**config.mk**
```make
export PLATFORM = sky130hd
export DESIGN_NAME = agc_sequencer_flat
export DESIGN_NICKNAME = d
export VERILOG_FILES = /design/src/rtl/agc_sequencer_pkg.sv /design/src/rtl/agc_sequencer_if.sv /design/src/rtl/agc_gain_step.sv /design/src/rtl/agc_sequencer.sv /design/src/flat_wrapper.sv
export SDC_FILE = /design/constraint.sdc
export NUM_CORES = 1
export LEC_CHECK = 0
export CELL_PAD_IN_SITES_DETAIL_PLACEMENT = 0
export CELL_PAD_IN_SITES_GLOBAL_PLACEMENT = 2
export CORE_ASPECT_RATIO = 0.9
export CORE_MARGIN = 5
export CORE_UTILIZATION = 36
export DETAILED_ROUTE_END_ITERATION = 12
export HOLD_SLACK_MARGIN = 0.12
export PLACE_DENSITY_LB_ADDON = 0.3
export SLEW_MARGIN = 20
export SYNTH_ARGS = -nofsm -noshare
export SYNTH_HDL_FRONTEND = slang
export SYNTH_SLANG_ARGS = --single-unit
```
**constraint.sdc**
```tcl
create_clock -name clk -period 11.75 [get_ports clk]
set_clock_uncertainty 0.15 [all_clocks]
set_input_delay 2.35 -clock clk [delete_from_list [all_inputs] [get_ports clk]]
set_output_delay 2.35 -clock clk [all_outputs]
set_load 0.005 [all_outputs]
```
**src/rtl/agc_sequencer_pkg.sv**
```systemverilog
// Shared definitions for the AGC sequencer: FSM state encoding, channel
// index constants and the count widths derived from the window size.
package agc_sequencer_pkg;

    typedef enum logic [2:0] {
        IDLE    = 3'd0,
        SETTLE  = 3'd1,
        MEASURE = 3'd2,
        UPDATE  = 3'd3,
        NEXT    = 3'd4
    } agc_state_e;

    localparam logic [1:0] CH0        = 2'd0;
    localparam logic [1:0] CH1        = 2'd1;
    localparam logic [1:0] CH2        = 2'd2;
    localparam logic [1:0] CH_INVALID = 2'd3;

    // Raw accumulator: the full-scale count 2^(W+1) needs one extra bit.
    function automatic int count_w(input int window_log2);
        return window_log2 + 2;
    endfunction

    // Latched count, saturated to all-ones at full scale.
    function automatic int latch_w(input int window_log2);
        return window_log2 + 1;
    endfunction

endpackage

```
**src/rtl/agc_sequencer_if.sv**
```systemverilog
// Control/status bundle between the housekeeping side (master) and the
// AGC sequencer (slave): loop controls, quantizer magnitudes, CPU gain
// override, and the per-channel gain words and loop status.
interface agc_sequencer_if #(
    parameter int NCH         = 3,
    parameter int PWM_W       = 10,
    parameter int WINDOW_LOG2 = 12
) ();
    import agc_sequencer_pkg::*;

    localparam int LAT_W = latch_w(WINDOW_LOG2);

    logic                   enable;
    logic                   sample_en;
    logic [2*NCH-1:0]       mag;
    logic [LAT_W-1:0]       target;
    logic [7:0]             deadband;
    logic                   cpu_wr;
    logic [1:0]             cpu_ch;
    logic [PWM_W-1:0]       cpu_gain;
    logic                   clear_flags;

    logic [NCH*PWM_W-1:0]   gain;
    logic [1:0]             cur_ch;
    logic                   busy;
    logic                   update;
    logic [LAT_W-1:0]       last_count;
    logic [NCH-1:0]         sat_flags;

    modport master (
        output enable, sample_en, mag, target, deadband,
               cpu_wr, cpu_ch, cpu_gain, clear_flags,
        input  gain, cur_ch, busy, update, last_count, sat_flags
    );

    modport slave (
        input  enable, sample_en, mag, target, deadband,
               cpu_wr, cpu_ch, cpu_gain, clear_flags,
        output gain, cur_ch, busy, update, last_count, sat_flags
    );

endinterface

```
**src/rtl/agc_gain_step.sv**
```systemverilog
// Combinational loop decision: compares a window count against the
// inclusive band [target-deadband, target+deadband] and steps the gain up
// or down by STEP, clamping at the limits. o_sat flags a step that was
// requested while the gain already sat at the relevant limit.
module agc_gain_step #(
    parameter int               PWM_W    = 10,
    parameter int               LAT_W    = 13,
    parameter int               STEP     = 4,
    parameter logic [PWM_W-1:0] GAIN_MAX = '1,
    parameter logic [PWM_W-1:0] GAIN_MIN = '0
) (
    input  logic [PWM_W-1:0] i_gain,
    input  logic [LAT_W-1:0] i_count,
    input  logic [LAT_W-1:0] i_target,
    input  logic [7:0]       i_deadband,
    output logic [PWM_W-1:0] o_gain,
    output logic             o_sat
);

    // One bit wider than the widest operand so target+deadband never wraps.
    localparam int BND_W = ((LAT_W > 8) ? LAT_W : 8) + 1;
    localparam logic [PWM_W:0] STEP_EXT = (PWM_W+1)'(STEP);

    logic [BND_W-1:0] w_target;
    logic [BND_W-1:0] w_deadband;
    logic [BND_W-1:0] w_count;
    logic [BND_W-1:0] w_lo;
    logic [BND_W-1:0] w_hi;
    logic [PWM_W:0]   w_gain_ext;
    logic             w_inc;
    logic             w_dec;

    assign w_target   = BND_W'(i_target);
    assign w_deadband = BND_W'(i_deadband);
    assign w_count    = BND_W'(i_count);
    assign w_lo       = (w_target > w_deadband) ? (w_target - w_deadband) : '0;
    assign w_hi       = w_target + w_deadband;
    assign w_inc      = (w_count < w_lo);
    assign w_dec      = (w_count > w_hi);
    assign w_gain_ext = {1'b0, i_gain};

    // Clamped step in the requested direction, plus saturation indication.
    always_comb begin
        // NOTE: every output gets a default first so no path leaves it unassigned (no latch).
        o_gain = i_gain;
        o_sat  = 1'b0;
        if (w_inc) begin
            o_sat = (i_gain == GAIN_MAX);
            if (w_gain_ext + STEP_EXT > {1'b0, GAIN_MAX}) begin
                o_gain = GAIN_MAX;
            end else begin
                o_gain = i_gain + PWM_W'(STEP);
            end
        end else if (w_dec) begin
            o_sat = (i_gain == GAIN_MIN);
            if (w_gain_ext < STEP_EXT + {1'b0, GAIN_MIN}) begin
                o_gain = GAIN_MIN;
            end else begin
                o_gain = i_gain - PWM_W'(STEP);
            end
        end
    end

endmodule

```
**src/rtl/agc_sequencer.sv**
```systemverilog
// Round-robin AGC sequencer: one measurement engine time-shared across the
// channels. Per channel it settles, counts high-magnitude samples over a
// window, then steps that channel's gain word toward the target band.
// Optional sticky saturation flags are built when AGC_SAT_FLAGS_EN is
// defined; otherwise sat_flags is tied to zero.
module agc_sequencer
    import agc_sequencer_pkg::*;
#(
    parameter int NCH         = 3,
    parameter int PWM_W       = 10,
    parameter int WINDOW_LOG2 = 12,
    parameter int SETTLE_LOG2 = 10,
    parameter int STEP        = 4,
    parameter int GAIN_INIT   = 512
) (
    input  logic           clk,
    input  logic           reset_n,
    agc_sequencer_if.slave agc
);

    localparam int CNT_W = count_w(WINDOW_LOG2);
    localparam int LAT_W = latch_w(WINDOW_LOG2);

    agc_state_e              r_state;
    agc_state_e              w_state_next;
    logic [SETTLE_LOG2-1:0]  r_settle_cnt;
    logic [WINDOW_LOG2-1:0]  r_sample_cnt;
    logic [CNT_W-1:0]        r_acc;
    logic [1:0]              r_cur_ch;
    logic [LAT_W-1:0]        r_last_count;
    logic [PWM_W-1:0]        r_gain [NCH];

    logic                    w_settle_done;
    logic                    w_window_done;
    logic [2:0]              w_mag_lsb;
    logic [1:0]              w_mag_pair;
    logic [CNT_W-1:0]        w_add;
    logic [LAT_W-1:0]        w_count_sat;
    logic [PWM_W-1:0]        w_cur_gain;
    logic [PWM_W-1:0]        w_step_gain;
    logic                    w_step_sat;
    logic                    w_do_update;
    logic                    w_cpu_hit;

    assign w_settle_done = &r_settle_cnt;
    assign w_window_done = (&r_sample_cnt) && agc.sample_en;
    assign w_mag_lsb     = {r_cur_ch, 1'b0};
    assign w_mag_pair    = agc.mag[w_mag_lsb +: 2];
    assign w_add         = CNT_W'(w_mag_pair[0]) + CNT_W'(w_mag_pair[1]);
    // Only the full-scale count sets the top bit; clamp it to all-ones.
    assign w_count_sat   = r_acc[CNT_W-1] ? '1 : r_acc[LAT_W-1:0];
    assign w_do_update   = (r_state == UPDATE) && agc.enable;
    assign w_cpu_hit     = agc.cpu_wr && (int'(agc.cpu_ch) < NCH);

    // State register.
    always_ff @(posedge clk) begin
        // NOTE: sequential state uses non-blocking assignments so all flops update together.
        if (!reset_n) begin
            r_state <= IDLE;
        end else begin
            r_state <= w_state_next;
        end
    end

    // Next-state logic and status outputs; dropping enable aborts to IDLE.
    always_comb begin
        w_state_next = r_state;
        agc.busy     = (r_state != IDLE);
        agc.update   = w_do_update;
        case (r_state)
            IDLE:    if (agc.enable)    w_state_next = SETTLE;
            SETTLE:  if (w_settle_done) w_state_next = MEASURE;
            MEASURE: if (w_window_done) w_state_next = UPDATE;
            UPDATE:  w_state_next = NEXT;
            NEXT:    w_state_next = SETTLE;
            default: w_state_next = IDLE;
        endcase
        if (!agc.enable) begin
            w_state_next = IDLE;
        end
    end

    // Settle/sample counters, accumulator, channel pointer, latched count.
    always_ff @(posedge clk) begin
        if (!reset_n) begin
            r_settle_cnt <= '0;
            r_sample_cnt <= '0;
            r_acc        <= '0;
            r_cur_ch     <= CH0;
            r_last_count <= '0;
        end else begin
            r_settle_cnt <= (r_state == SETTLE && agc.enable) ? r_settle_cnt + 1'b1 : '0;
            // Holding the accumulator clear through SETTLE discards any
            // partial count left by an aborted window.
            if (r_state == SETTLE) begin
                r_acc        <= '0;
                r_sample_cnt <= '0;
            end else if (r_state == MEASURE && agc.enable && agc.sample_en) begin
                r_acc        <= r_acc + w_add;
                r_sample_cnt <= r_sample_cnt + 1'b1;
            end
            if (!agc.enable) begin
                r_cur_ch <= CH0;
            end else if (r_state == NEXT) begin
                r_cur_ch <= (r_cur_ch == 2'(NCH-1)) ? CH0 : r_cur_ch + 2'd1;
            end
            if (w_do_update) begin
                r_last_count <= w_count_sat;
            end
        end
    end

    // Select the scheduled channel's gain for the shared step unit.
    always_comb begin
        w_cur_gain = r_gain[0];
        for (int k = 0; k < NCH; k++) begin
            if (int'(r_cur_ch) == k) begin
                w_cur_gain = r_gain[k];
            end
        end
    end

    agc_gain_step #(
        .PWM_W    (PWM_W),
        .LAT_W    (LAT_W),
        .STEP     (STEP),
        .GAIN_MAX ({PWM_W{1'b1}}),
        .GAIN_MIN ({PWM_W{1'b0}})
    ) u_gain_step (
        .i_gain     (w_cur_gain),
        .i_count    (w_count_sat),
        .i_target   (agc.target),
        .i_deadband (agc.deadband),
        .o_gain     (w_step_gain),
        .o_sat      (w_step_sat)
    );

    // Gain words: a CPU write to a channel overrides that channel's step.
    always_ff @(posedge clk) begin
        for (int k = 0; k < NCH; k++) begin
            // NOTE: the gain array is a handful of registers with a defined power-up value, so it is reset explicitly.
            if (!reset_n) begin
                r_gain[k] <= PWM_W'(GAIN_INIT);
            end else if (w_cpu_hit && int'(agc.cpu_ch) == k) begin
                r_gain[k] <= agc.cpu_gain;
            end else if (w_do_update && int'(r_cur_ch) == k) begin
                r_gain[k] <= w_step_gain;
            end
        end
    end

    // Pack gain words onto the flat output bus.
    always_comb begin
        agc.gain = '0;
        for (int k = 0; k < NCH; k++) begin
            agc.gain[k*PWM_W +: PWM_W] = r_gain[k];
        end
    end

    assign agc.cur_ch     = r_cur_ch;
    assign agc.last_count = r_last_count;

`ifdef AGC_SAT_FLAGS_EN
    logic [NCH-1:0] r_sat_flags;

    // Sticky saturation flags; a set in the same cycle as a clear wins.
    always_ff @(posedge clk) begin
        if (!reset_n) begin
            r_sat_flags <= '0;
        end else begin
            for (int k = 0; k < NCH; k++) begin
                if (w_do_update && int'(r_cur_ch) == k && w_step_sat) begin
                    r_sat_flags[k] <= 1'b1;
                end else if (agc.clear_flags) begin
                    r_sat_flags[k] <= 1'b0;
                end
            end
        end
    end

    assign agc.sat_flags = r_sat_flags;
`else
    logic w_unused_sat;
    assign w_unused_sat  = w_step_sat ^ agc.clear_flags;
    assign agc.sat_flags = '0;
`endif

endmodule

```
**src/flat_wrapper.sv**
```systemverilog
// flat-port wrapper written by rule: the top's interface ports become plain ports
module agc_sequencer_flat import agc_sequencer_pkg::*;
#(
    parameter int NCH         = 3,
    parameter int PWM_W       = 10,
    parameter int WINDOW_LOG2 = 12,
    parameter int SETTLE_LOG2 = 10,
    parameter int STEP        = 4,
    parameter int GAIN_INIT   = 512
)
  (clk, reset_n, agc_enable, agc_sample_en, agc_mag, agc_target, agc_deadband, agc_cpu_wr, agc_cpu_ch, agc_cpu_gain, agc_clear_flags, agc_gain, agc_cur_ch, agc_busy, agc_update, agc_last_count, agc_sat_flags);
  agc_sequencer_if #(.NCH(NCH), .PWM_W(PWM_W), .WINDOW_LOG2(WINDOW_LOG2)) agc_i ();
  input  logic clk;
  input  logic reset_n;
  input wire logic [$bits(agc_i.enable)-1:0] agc_enable;
  input wire logic [$bits(agc_i.sample_en)-1:0] agc_sample_en;
  input wire logic [$bits(agc_i.mag)-1:0] agc_mag;
  input wire logic [$bits(agc_i.target)-1:0] agc_target;
  input wire logic [$bits(agc_i.deadband)-1:0] agc_deadband;
  input wire logic [$bits(agc_i.cpu_wr)-1:0] agc_cpu_wr;
  input wire logic [$bits(agc_i.cpu_ch)-1:0] agc_cpu_ch;
  input wire logic [$bits(agc_i.cpu_gain)-1:0] agc_cpu_gain;
  input wire logic [$bits(agc_i.clear_flags)-1:0] agc_clear_flags;
  output wire logic [$bits(agc_i.gain)-1:0] agc_gain;
  output wire logic [$bits(agc_i.cur_ch)-1:0] agc_cur_ch;
  output wire logic [$bits(agc_i.busy)-1:0] agc_busy;
  output wire logic [$bits(agc_i.update)-1:0] agc_update;
  output wire logic [$bits(agc_i.last_count)-1:0] agc_last_count;
  output wire logic [$bits(agc_i.sat_flags)-1:0] agc_sat_flags;
  assign agc_i.enable = agc_enable;
  assign agc_i.sample_en = agc_sample_en;
  assign agc_i.mag = agc_mag;
  assign agc_i.target = agc_target;
  assign agc_i.deadband = agc_deadband;
  assign agc_i.cpu_wr = agc_cpu_wr;
  assign agc_i.cpu_ch = agc_cpu_ch;
  assign agc_i.cpu_gain = agc_cpu_gain;
  assign agc_i.clear_flags = agc_clear_flags;
  assign agc_gain = agc_i.gain;
  assign agc_cur_ch = agc_i.cur_ch;
  assign agc_busy = agc_i.busy;
  assign agc_update = agc_i.update;
  assign agc_last_count = agc_i.last_count;
  assign agc_sat_flags = agc_i.sat_flags;
  agc_sequencer #(.NCH(NCH), .PWM_W(PWM_W), .WINDOW_LOG2(WINDOW_LOG2), .SETTLE_LOG2(SETTLE_LOG2), .STEP(STEP), .GAIN_INIT(GAIN_INIT)) u_core (.clk(clk), .reset_n(reset_n), .agc(agc_i));
endmodule
```
* After elaboration in Yosys (flattened, before gate mapping)
Memory sizes are Yosys's and may differ from the RTL's.
Index checks and enable logic that the tools add are counted.
** Word-level totals
- Flip-flop bits (word level) :: 54
- RAM bits :: 30
- Input port bits :: 45
- Word-level logic and storage cells :: 105
- Memories kept :: 1
** Memories
- u_core.r_gain :: words 3, bits a word 10, rd ports 3, clocked after memory_dff 0, write ports 3, line agc_sequencer.sv:31 : logic [PWM_W-1:0] r_gain [NCH];
** Cells by class
- $add $sub $neg :: 10
- $lt $le $gt $ge :: 6
- Eq/ne operators :: 11
- Shift operators :: 1
- Muxes and demuxes :: 40
- Bitwise logic cells :: 7
- Reduce and logical (&&, ||, !) cells :: 23
** Operators with widths (count)
- $mux W10 :: 12
- $mux W1 :: 22
- $add A13 B8 Y14 :: 1
- $add A14 B14 Y14 :: 1
- $gt A13 B14 Y1 :: 1
- $lt A13 B14 Y1 :: 1
- $mux W14 :: 1
- $sub A13 B8 Y14 :: 1
- $gt A13 B8 Y1 :: 1
- $mux W13 :: 1
- $add A12 B1 Y12 const B :: 1
- $logic_and A1 B1 Y1 :: 12
- $pmux W3 S4 :: 1
- $reduce_and A12 Y1 :: 1
- $add A10 B3 Y11 const B :: 1
- $gt A11 B10 Y1 const B :: 1
- $add A10 B1 Y10 const B :: 1
- $add A10 B3 Y10 const B :: 1
- $eq A2 B2 Y1 const B :: 5
- $lt A10 B3 Y1 const B :: 1
- $reduce_and A10 Y1 :: 1
- $sub A10 B3 Y10 const B :: 1
- $eq A3 B2 Y1 const B :: 2
- $mux W3 :: 2
- 15 further kinds :: 25

* Depth between registers and ports, before layout
Gate-level depths: netlist of run 1.
- Depth in word-level cells :: 8
- Gate-level depth with buffers :: 21
- Gate-level depth less buffers :: 20

* Cells and area by module
From an unflattened synthesis of run 1, not the netlist that was laid out.
** Unflattened totals
- Cell total of the unflattened synthesis :: 719
- Area total of the unflattened synthesis :: 6243.5 µm²
** Modules (own cells, without submodules)
- agc_sequencer :: instances 1, cells each 408, area an instance 4063.9 µm²
- agc_gain_step :: instances 1, cells each 311, area an instance 2179.6 µm²

* Worst setup path after synthesis of run 1
Ideal clock, no wire load.
- Kind :: in2reg
- Start point :: input agc_deadband[6]
- End point :: memory u_core.r_gain[2][7], data pin
- Setup time :: 0.256 ns
- Arrival time :: 6.229 ns
- Setup slack :: 5.115 ns
- Cell stages on the path :: 17
- Buffers on the path :: 1
- Cell sequence :: inv_1 ha_1 buf_6 a2111oi_0 a2bb2oi_1 a2111oi_0 or2b_1 xnor2_1 nand2_1 ha_1 nand3_1 or3_1 or3_1 o221a_4 nor2_2 mux2_2 a22o_1
** RTL lines
- start, declared :: line flat_wrapper.sv:19 : input wire logic [$bits(agc_i.deadband)-1:0] agc_deadband;
- end, declared :: line agc_sequencer.sv:31

==> results of run 1 <==
## cell usage after synthesis, types with 18 or more instances
cell,n,area [µm²]
inv_1,32,120.1
a22o_1,19,166.4
edfxtp_1,30,900.9
nand2_1,58,217.7
mux2i_1,43,430.4
xnor2_1,27,236.5
nor2_1,62,232.7
dfxtp_1,54,1081
xor2_1,25,219.0
a21oi_1,21,105.1
nor2b_1,18,112.6
o21ai_0,23,115.1
ha_1,49,613.1
nand3_1,26,130.1
## worst reg2reg max path: cells and delay by family (launching register included)
kind	cells	cell delay (ps)
AO/OA/AOI/OAI	5	1270
adder cells (fa/ha/maj)	1	370
flip-flops	1	450
multiplexers	1	300
AND/OR/NAND/NOR	3	870
## layout make-up
type	instances	share of cell area
Sequential cell	84	0.2604
Multi-Input combinational cell	548	0.5222
Inverter	32	0.01578
Clock inverter	5	0.006082
Clock buffer	11	0.03468
Tap cell	235	0.03863
Timing Repair Buffer	94	0.1223
## power breakdown
| group | leakage [nW] | internal, mW | switching, mW |
|---|---|---|---|
| Clock | 0.155 | 0.167 | 0.135 |
| Combinational | 1.95 | 0.0641 | 0.0723 |
| Sequential | 0.734 | 0.309 | 0.00520 |
## worst max path at each step
stage / end / cells past startpoint
final: u_core.r_gain[2][7] / 18
after global routing: u_core.r_gain[2][7] / 18
after CTS: u_core.r_gain[2][7] / 18
after detailed placement: u_core.r_gain[2][7] / 18
after global placement: u_core.r_gain[2][7] / 18
after floorplan: u_core.r_gain[2][7] / 17
## per-stage QoR
step | total power, mW | utilization
floorplan | 0.4017 | -
global placement | 0.4549 | 0.4309
detailed placement | 0.4576 | 0.4309
CTS | 0.7613 | 0.4492
global route | 0.7893 | 0.4492
finish | 0.7521 | 0.4492
## sequential cells by signal, summed over array words and instances (netlist names)
| register | count |
|---|---|
| u_core.agc.last_count | 13 |
| u_core.r_acc | 14 |
| u_core.r_sample_cnt | 12 |
| u_core.agc.cur_ch | 2 |
| u_core.r_gain | 30 |
| u_core.r_state | 3 |
| u_core.r_settle_cnt | 10 |
## layer usage
layer  GRT usage  up-vias
met5           0        -
met4     0.05948        0
met3     0.03255       27
li1            -     2647
met2      0.2969      147
met1      0.2163     2474
## logic make-up after synthesis
logic type | share of synthesized area
and+or+nand+nor | 0.2150
AOI/OAI and AO/OA | 0.1471
DFF | 0.3174
buffers and inverters | 0.04910
muxes | 0.08998
adders and majority gates | 0.1078
xor gates and xnor gates | 0.07295
other | 0.0006006
==> results.yml, run 1 <==
timing:
  holdWs_ps: 316.0
  fin_ws_ps: 4221
  fin_crit_ps: 7529
  worstMarginPinSlew_ps: 934.2
  finalCritPeriodShare: 0.6408
  grt_setup_unrepaired: "no"
  setup_tns_ps: 0
  maxSlewViolCount: 0
  max_freq_ghz: 0.1328
  slew_headroom: 0.3730
  finalSetupViolCount: 0
  final-hold-violation-count: 0
synthesis:
  synthArstFlopShare: 0
  postSynthAreaPerCell_um2: 9.049
  ys.flop_type: "dfxtp_1"
  ys_ff_latch: 84
  post_synth_instance_area_um2: 6243
  netlist_instances: 690
  synth_cell_types: 74
  synth_edf_count: 30
  yosys_warnings: 0
  seq_area_frac_synth: 0.3174
routing:
  finalWirelength_um: 16970
  vias: 5295
  drt_first_pass_iters: 5
  antenna_left: 0
  initialDrtViolationCount: 187
  wire_per_inst_um: 16.82
  wl_met2_um: 8108
  drc_errors: 0
  drt-met1-wl_um: 7600
  routed-wl-met3_um: 875
  viasPerCell: 5.248
  top_layer_used: "met4"
clock_tree:
  cts_made_buffers: 9
  clkTransAtPathRegs_ps: 70
  cts-root-buf: "clkbuf_16"
  cts_buffer_depth: 2
  cts_tree: "done"
  holdBufCountCts: 0
  insertion_delay_ps: 350
  clock_sinks: 84
  htreeDepth: 3
  postCtsSetupRepairBufs: 0
  cts_resized: 0
cells_and_area:
  n_fill_cell: 1648
  drive_gt1_frac: 0.07881
  multi_input_area_um2: 3975
  antenna_cells: 0
  fin_nets: 866
  mostFrequentLayoutCells: "clkdlybuf4s50_1 (90), nor2_1 (61), nand2_1 (58)"
  final_common_cell: "clkdlybuf4s50_1"
  fin_area_um2: 7612
  seq_area_um2: 1982
  layoutNonFillerInstCount: 1009
  synthToLayoutAreaGrowth_pct: 21.92
job:
  drv_cap: 0
critical_path:
  critPathBufInv: 2
  ff2ff_setup_slack_ps: 8080
  reg2reg_depth: 10
  crit_chain: "clkdlybuf4s50_1 -> inv_1 -> ha_1 -> nor2b_1 -> o31ai_2 -> a2bb2oi_1 -> a2111oi_0 -> or2b_1 -> xnor2_1 -> nand2_1 -> ha_1 -> nand3_1 -> or3_1 -> or3_1 -> o221a_4 -> nor2_2 -> mux2_2 -> a22o_1"
  r2r-end: "u_core.r_gain[2][7]"
  startpoint_type: "input pin"
  arrival_ps: 7480
  cp-end-kind: "register"
  slowest_delay_ps: 630
  path_delay_family: "compound AO/OA/AOI/OAI gates"
  critical_path.startpoint: "agc_deadband[1]"
  critPathKind: "in2reg"
  worst_path_max_delay_cell: "a2111oi_0"
  crit_fanout: 9
  reg2reg_from: "u_core.r_acc[13]"
  worst_ep_required_time_ps: 11700
floorplan:
  die_w_um: 148.8
  dieArea_um2: 20080
  core-area_um2: 16950
  die_h_um: 134.9
  ios: 95
  initial_core_util: 0.3684
  num_rows: 45
min_path:
  worstHoldPathCells: 1
  hp-start: "u_core.r_settle_cnt[0]"
  min_to: "u_core.r_settle_cnt[0]"
  hold_class: "reg2reg"
place:
  placed_cell_area_um2: 7302
  io_buffers: 90
  place_inst: 993
  pre_cts_ws_ps: 3887
  gp_congestion: 0.8751
  hpwl_um: 13330
run_status:
  status: "complete, no violations"
grt:
  grt_pass1_wl_um: 27430
  antenna_found_initial: 0
  grt_max_degree: 27
  grtUsageTotal: 0.1722
  grt.overflow.total: 0
  grt_pass1_vias: 5282
power:
  ir_drop_v: 0.00007530
  power.density_nw_per_um2: 98.80
  p_leak_nw: 2.837
Note: power is estimated with default switching activity, not from simulation.
==> inputs of run 2 (changes only) <==
CORE_UTILIZATION = 31   (was 36)
clock period = 6.37 ns   (was 11.75 ns; I/O delays follow)
==> results.yml, run 2 (synthesis results as in run 1) <==
clock_tree:
  clock_sinks: 84
  cts_tree: "done"
  htreeDepth: 3
  clkTransAtPathRegs_ps: 70
  cts-root-buf: "clkbuf_16"
  cts_buffer_depth: 2
  cts_made_buffers: 9
  insertion_delay_ps: 350
timing:
  max_freq_ghz: 0.1639
  maxSlewViolCount: 0
  slew_headroom: 0.4284
  grt_setup_unrepaired: "no"
  holdWs_ps: 326.9
  fin_ws_ps: 269.8
  final-hold-violation-count: 0
  finalCritPeriodShare: 0.9576
  setup_tns_ps: 0
  finalSetupViolCount: 0
  worstMarginPinSlew_ps: 854.8
  fin_crit_ps: 6100
routing:
  wire_per_inst_um: 16.65
  initialDrtViolationCount: 251
  drc_errors: 0
  finalWirelength_um: 17500
  antenna_left: 0
  vias: 5324
  drt_first_pass_iters: 4
  viasPerCell: 5.066
cells_and_area:
  synthToLayoutAreaGrowth_pct: 24.39
  antenna_cells: 0
  fin_area_um2: 7766
  n_fill_cell: 1975
  largest_register_ffs: 30
  final_common_cell: "clkdlybuf4s50_1"
  layoutNonFillerInstCount: 1051
  regMostFlops: "u_core.r_gain"
  mostFrequentLayoutCells: "clkdlybuf4s50_1 (90), nor2_1 (61), nand2_1 (58)"
  fin_nets: 889
  fin_util: 0.3898
  drive_gt1_frac: 0.1005
grt:
  grtUsageTotal: 0.1507
  grt_pass1_vias: 5279
  grt.overflow.total: 0
  grt_pass1_wl_um: 27940
  grt_max_degree: 27
  antenna_found_initial: 0
floorplan:
  num_rows: 49
  ios: 95
  die_h_um: 144.6
  core-area_um2: 19930
  die_w_um: 159.6
  initial_core_util: 0.3133
  dieArea_um2: 23080
place:
  hpwl_um: 14040
  place_inst: 1036
  gp_congestion: 0.8753
  pre_cts_ws_ps: -109.8
  io_buffers: 90
  placed_cell_area_um2: 7490
critical_path:
  crit_fanout: 7
  path_delay_family: "simple AND/OR/NAND/NOR gates"
  slowest_delay_ps: 520
  startpoint_type: "input pin"
  cp-end-kind: "register"
  path_depth: 19
  critPathBufInv: 3
  ff2ff_setup_slack_ps: 2720
  crit_chain: "clkdlybuf4s50_1 -> inv_1 -> ha_1 -> nor2b_1 -> o31ai_2 -> a2bb2oi_1 -> a2111oi_1 -> buf_4 -> or2b_1 -> xnor2_1 -> nand2_1 -> ha_1 -> nand3_1 -> or3_1 -> or3_1 -> o221a_4 -> or4_1 -> o21ai_1 -> o21ai_0"
  reg2reg_depth: 12
  critPathKind: "in2reg"
  worst_ep_required_time_ps: 6300
  worst_path_max_delay_cell: "or4_1"
  arrival_ps: 6030
power:
  power.density_nw_per_um2: 173.9
  ir_drop_v: 0.0001147
  p_leak_nw: 2.929
  finalPower_mw: 1.351
min_path:
  worstHoldPathCells: 1
  hold_class: "reg2reg"
run_status:
  status: "complete, no violations"
job:
  drv_cap: 0
==> run 2: layout make-up <==
| cell class | count | area (µm²) | area share |
|---|---|---|---|
| Multi-Input combinational cell | 548 | 3966 | 0.5107 |
| Sequential cell | 84 | 1982 | 0.2552 |
| Timing Repair Buffer | 117 | 1104 | 0.1421 |
| Tap cell | 255 | 319.1 | 0.04108 |
| Clock buffer | 11 | 242.7 | 0.03126 |
| Inverter | 32 | 120.1 | 0.01547 |
| Clock inverter | 4 | 32.53 | 0.004189 |
==> run 2: repair_timing <==
action / 4_1_cts / 5_1_grt
hold buffers: 0 / 0
gates resized for setup: 0 / 1
endpoints found under the setup margin: 0 / 10
buffers inserted: 0 / 0
==> run 2: where the power goes <==
| group | switching [mW] | internal (mW) | leakage (nW) |
|---|---|---|---|
| clock | 0.230 | 0.276 | 0.137 |
| sequential | 0.00970 | 0.570 | 0.734 |
| combinational | 0.136 | 0.129 | 2.06 |
| total | 0.376 | 0.974 | 2.93 |
==> run 2: worst reg2reg max path: cells and delay by family (launching register included) <==
| kind | cells | cell delay (ps) |
|---|---|---|
| xor gates and xnor gates | 1 | 150 |
| AOI/OAI and AO/OA | 2 | 440 |
| buffers and inverters | 3 | 560 |
| muxes | 3 | 820 |
| and+or+nand+nor | 2 | 610 |
| DFF | 1 | 460 |
| adders and majority gates | 1 | 200 |
==> run 2: path summary, 6_finish.rpt <==
check	from	end
worst min register to register	u_core.r_settle_cnt[0]	u_core.r_settle_cnt[0]
worst max-delay path	agc_deadband[1]	u_core.r_gain[1][4]
worst min-delay path	u_core.r_settle_cnt[0]	u_core.r_settle_cnt[0]
worst max register to register	u_core.agc.cur_ch[0]	u_core.r_gain[1][7]
==> run 2: routing by layer <==
metal  vias up  GRT usage  routed length (µm)
li1       2689          -                   -
met2       109     0.2557                8053
met5         -          0                   0
met1      2504     0.1974                8504
met3        22    0.02536                 612
met4         0    0.04886                 329
